===== src/rtl/coin_acceptor.sv =====
// Coin slot front-end: debounces the sensor and emits one coin code or reject
// per insertion, with saturating per-denomination tallies.
module coin_acceptor #(
  parameter int DEBOUNCE_CYCLES = 4,
  parameter int GAP_CYCLES      = 2,
  parameter int CNT_W           = 8
) (
  input  logic             clock,
  input  logic             reset_L,
  input  logic             sense,
  input  logic [1:0]       sense_type,
  input  logic             enable,
  output logic [1:0]       coin,
  output logic             reject,
  output logic             busy,
  output logic [CNT_W-1:0] n_circle,
  output logic [CNT_W-1:0] n_triangle,
  output logic [CNT_W-1:0] n_pentagon
);

  localparam int QW = $clog2(DEBOUNCE_CYCLES) + 1;
  localparam int GW = $clog2(GAP_CYCLES + 1) + 1;

  typedef enum logic [1:0] {
    IDLE,
    QUAL,
    WAIT_REL,
    GAP
  } state_e;

  state_e           state_q, state_d;
  logic [1:0]       typ_q, typ_d;
  logic [QW-1:0]    qcnt_q, qcnt_d;
  logic [GW-1:0]    gcnt_q, gcnt_d;
  logic [1:0]       coin_q, coin_d;
  logic             rej_q, rej_d;
  logic [CNT_W-1:0] nc_q, nc_d;
  logic [CNT_W-1:0] nt_q, nt_d;
  logic [CNT_W-1:0] np_q, np_d;

  function automatic logic [CNT_W-1:0] sat_inc(
    input logic [CNT_W-1:0] v
  );
    return (&v) ? v : v + 1'b1;
  endfunction

  always_comb begin
    state_d = state_q;
    typ_d   = typ_q;
    qcnt_d  = qcnt_q;
    gcnt_d  = gcnt_q;
    coin_d  = 2'b00;
    rej_d   = 1'b0;
    nc_d    = nc_q;
    nt_d    = nt_q;
    np_d    = np_q;
    unique case (state_q)
      IDLE: begin
        if (sense) begin
          state_d = QUAL;
          typ_d   = sense_type;
          qcnt_d  = QW'(1);
        end
      end
      QUAL: begin
        if (!sense) begin
          state_d = IDLE;
          qcnt_d  = '0;
        end else if (sense_type != typ_q) begin
          typ_d  = sense_type;
          qcnt_d = QW'(1);
        end else if (qcnt_q == QW'(DEBOUNCE_CYCLES - 1)) begin
          state_d = WAIT_REL;
          qcnt_d  = '0;
          if (enable && typ_q != 2'b00) begin
            coin_d = typ_q;
            case (typ_q)
              2'b01:   nc_d = sat_inc(nc_q);
              2'b10:   nt_d = sat_inc(nt_q);
              default: np_d = sat_inc(np_q);
            endcase
          end else begin
            rej_d = 1'b1;
          end
        end else begin
          qcnt_d = qcnt_q + 1'b1;
        end
      end
      WAIT_REL: begin
        if (!sense) begin
          if (GAP_CYCLES == 1) begin
            state_d = IDLE;
          end else begin
            state_d = GAP;
            gcnt_d  = GW'(1);
          end
        end
      end
      GAP: begin
        if (sense) begin
          state_d = WAIT_REL;
          gcnt_d  = '0;
        end else if (gcnt_q == GW'(GAP_CYCLES - 1)) begin
          state_d = IDLE;
          gcnt_d  = '0;
        end else begin
          gcnt_d = gcnt_q + 1'b1;
        end
      end
      default: state_d = IDLE;
    endcase
  end

  always_ff @(posedge clock or negedge reset_L) begin
    if (!reset_L) begin
      state_q <= IDLE;
      typ_q   <= 2'b00;
      qcnt_q  <= '0;
      gcnt_q  <= '0;
      coin_q  <= 2'b00;
      rej_q   <= 1'b0;
      nc_q    <= '0;
      nt_q    <= '0;
      np_q    <= '0;
    end else begin
      state_q <= state_d;
      typ_q   <= typ_d;
      qcnt_q  <= qcnt_d;
      gcnt_q  <= gcnt_d;
      coin_q  <= coin_d;
      rej_q   <= rej_d;
      nc_q    <= nc_d;
      nt_q    <= nt_d;
      np_q    <= np_d;
    end
  end

  assign coin       = coin_q;
  assign reject     = rej_q;
  assign busy       = (state_q != IDLE);
  assign n_circle   = nc_q;
  assign n_triangle = nt_q;
  assign n_pentagon = np_q;

endmodule

===== config.mk =====
export PLATFORM = sky130hd
export DESIGN_NAME = coin_acceptor
export DESIGN_NICKNAME = d
export VERILOG_FILES = /design/src/rtl/coin_acceptor.sv
export SDC_FILE = /design/constraint.sdc
export NUM_CORES = 1
export LEC_CHECK = 0
export CORE_MARGIN = 3
export CORE_UTILIZATION = 45
export CTS_BUF_LIST = sky130_fd_sc_hd__clkbuf_4 sky130_fd_sc_hd__clkbuf_8 sky130_fd_sc_hd__clkbuf_16
export DETAILED_ROUTE_END_ITERATION = 6
export PLACE_DENSITY = 0.7
export SLEW_MARGIN = 20
export SYNTH_ARGS = -nofsm -noshare
export SYNTH_HDL_FRONTEND = slang
export SYNTH_SLANG_ARGS = --single-unit

===== constraint.sdc =====
create_clock -name clock -period 2.4 [get_ports clock]
set_input_delay 0.24 -clock clock [delete_from_list [all_inputs] [get_ports clock]]
set_output_delay 0.24 -clock clock [all_outputs]
set_load 0.01 [all_outputs]

==> run metrics <==
internal power=0.889 mW; leakage power=1.12 nW; via count=1439; Synth Area per Inst=10.9 um2; CTS H-tree lvls=2; max_cap viols=0; TritonCTS clock tree=done; Root Driver=clkbuf_8; Area growth, synth to finish=23.9%; met3 usage=0.0435; DR WL/cell=14.1 um; status=completed; Async S/R FF share, synth=1.00; Mapped Area=1920 um2; switching power=0.281 mW; Post-synth EDFFs=0; Setup crit end kind=register; largest net degree at the start of global routing=38; grt ovf=0; Synth Instances=177; postcts setup bufs=0; Die Width=71.4 um; clock sinks=37; Starting DRT DRC Count=70; Max VDD drop=326 uV; Layout Cells excl Fill=267; Comb power frac=0.084; Pwr Density=491 nW/um2; met2 usage=0.265; gpl congestion=0.836; Final min period=2130 ps; top cells by area, synth=dfrtp_1, xor2_1, ha_1; first-pass GRT wire length=6.40 mm; Fmax achieved=0.470 GHz; Flop pwr share=0.557; Die H=71.4 um; DR pass1 iterations=4; Reg area=926 um2; Layout fillers=350; dpl cells=259; worst reg-to-reg path cell count=7; clock tree buffer depth=2; Initial Util=0.474; final-report hold violation count=0; # DRC=0; GR Util met1=0.194; pre-CTS WS=284 ps; Fin Clk Skew=5.72 ps; sw frac=0.240; DR vias/cell=5.39; antenna fix cells=0; FF-to-FF Start=typ_q[0]; Syn Nets=190; setup TNS=0 ps; initial antenna violation count=0; Ys Warns=0; post-cts sizing count=0; Yosys reg bits=37; Clock power frac=0.359; share of cells above drive strength 1=0.134; # rows=23; fin. max-slew vios=0; Hold Crit Class=input pin to asynchronous set/reset pin; Worst-Margin Slew=568 ps; Crit Path Max Fanout=5; WP data arrival=2300 ps; Top-Level Pins=34; Core ar.=4060 um2; clock-pin slew on the worst setup and hold paths=70 ps; ANT nets after route=0; Post-DP HPWL=2.82 mm; worst setup margin=272 ps; GR peak layer=met2; FF-to-FF End=n_pentagon[1]; RSZ-0062 raised after global routing=false; number of global-route vias before repair=1408; sequential fraction of the synthesis area=0.481; Final setup viols=0; worst reg2reg setup slack=270 ps; Routed WL=3.78 mm; slew margin rel.=0.621; cts hold-fix bufs=0; crit start category=register; Distinct cells, synth=42; Layout Nets=229; most common flop cell mapped by yosys=dfrtp_1; PortBufs=33; area of the die=5090 um2; clk_lat worst skew=290 ps; cts bufs inserted=5; Critical Path RT=2570 ps; Synth area leader=dfrtp_1; Synth top area share=0.481; period utilization=0.887; Setup Crit Path Kind=register to register; total power=1.17 mW; GRT Total Usage=0.158; area taken by multi-input logic gates=906 um2
-- registers in the layout (all words and copies together), names as in the netlist, named ones only --
signal      cells
coin            2
gcnt_q          3
state_q         1
n_circle        8
typ_q           2
qcnt_q          3
reject          1
n_triangle      8
n_pentagon      8
-- worst max-delay path, cell delays in order (launching register included) --
cell and delay, ps:
dfrtp_1 400, inv_1 110, ha_1 220, and4bb_2 330
nand4_2 170, buf_4 220, nor3_2 200, mux2_2 360
-- final cells by class --
type,instances,share of cell area
multi-input combinational,126,0.380
sequential,37,0.389
clock inverter,2,0.00420
tap,50,0.0263
clock buffer,6,0.0320
inverter,7,0.0110
timing repair buffer,39,0.158
-- synth_stat cells (all sizes together), types with 2 or more instances --
master,number
dfrtp,37
xor2,20
nor3,16
nand2,14
nand3,9
o21ai,9
ha,7
inv,7
buf,6
nor2,5
and3,4
and4,4
nand4,4
nor4,4
mux2,3
nand2b,3
xnor2,3
a21oi,2
o211ai,2
-- placed cells by master (no fill, tap or decap), types with 2 or more instances in the layout --
| cell | instances |
|---|---|
| dfrtp_1 | 37 |
| clkdlybuf4s50_1 | 33 |
| xor2_1 | 20 |
| nand2_1 | 14 |
| nor3_1 | 13 |
| nand3_1 | 9 |
| o21ai_0 | 9 |
| inv_1 | 7 |
| ha_1 | 7 |
| buf_4 | 6 |
| nor2_1 | 5 |
| clkbuf_8 | 5 |
| and3_1 | 4 |
| xnor2_1 | 3 |
| nand2b_1 | 3 |
| and4_1 | 3 |
| nand4_1 | 3 |
| nor3_2 | 3 |
| mux2_2 | 3 |
| o211ai_1 | 2 |
| a21oi_1 | 2 |
| nor4_2 | 2 |
| nor4_1 | 2 |
| clkinv_2 | 2 |
-- routing by layer --
| layer | share of wire | routed length [um] |
|---|---|---|
| met1 | 0.44 | 1650 |
| met2 | 0.50 | 1880 |
| met3 | 0.046 | 172 |
| met4 | 0.019 | 72 |
| met5 | 0 | 0 |
-- worst max-delay path by stage --
stage,to,cells past startpoint,start
2_1_floorplan,n_pentagon[1],7,typ_q[0]
3_3_place_gp,n_circle[1],6,sense_type[0]
3_5_place_dp,n_pentagon[1],6,sense_type[0]
4_1_cts,n_pentagon[1],7,typ_q[0]
5_1_grt,n_pentagon[1],7,typ_q[0]
6_report,n_pentagon[1],7,typ_q[0]
-- stage by stage --
step / hold slack, ps / util / cell area, um2
2_1_floorplan: -55.6 / - / 1920
3_3_place_gp: 472 / 0.566 / 2300
3_5_place_dp: 482 / 0.566 / 2300
4_1_cts: 380 / 0.587 / 2380
5_1_grt: 411 / 0.587 / 2380
6_report: 367 / 0.587 / 2380
-- power by group through the flow --
stage                     sequential (mW)  clock, mW  combinational, mW
after floorplan                     0.659          0             0.0574
after global placement              0.662          0             0.0963
after detailed placement            0.663          0             0.0980
after CTS                           0.651      0.433             0.0992
after global routing                0.653      0.455              0.111
final                               0.652      0.420             0.0983
-- cells by family (layout without fill, tap and decap cells) --
| group | count (synthesis) | in the layout | synth area share |
|---|---|---|---|
| xor+xnor | 23 | 23 | 0.105 |
| buf+inv | 14 | 54 | 0.0475 |
| compound gates | 19 | 19 | 0.0638 |
| mux | 3 | 3 | 0.0176 |
| flops | 37 | 37 | 0.481 |
| fa+ha+maj | 7 | 7 | 0.0455 |
| simple gates | 74 | 74 | 0.239 |
Note: power is estimated with default switching activity, not from simulation.
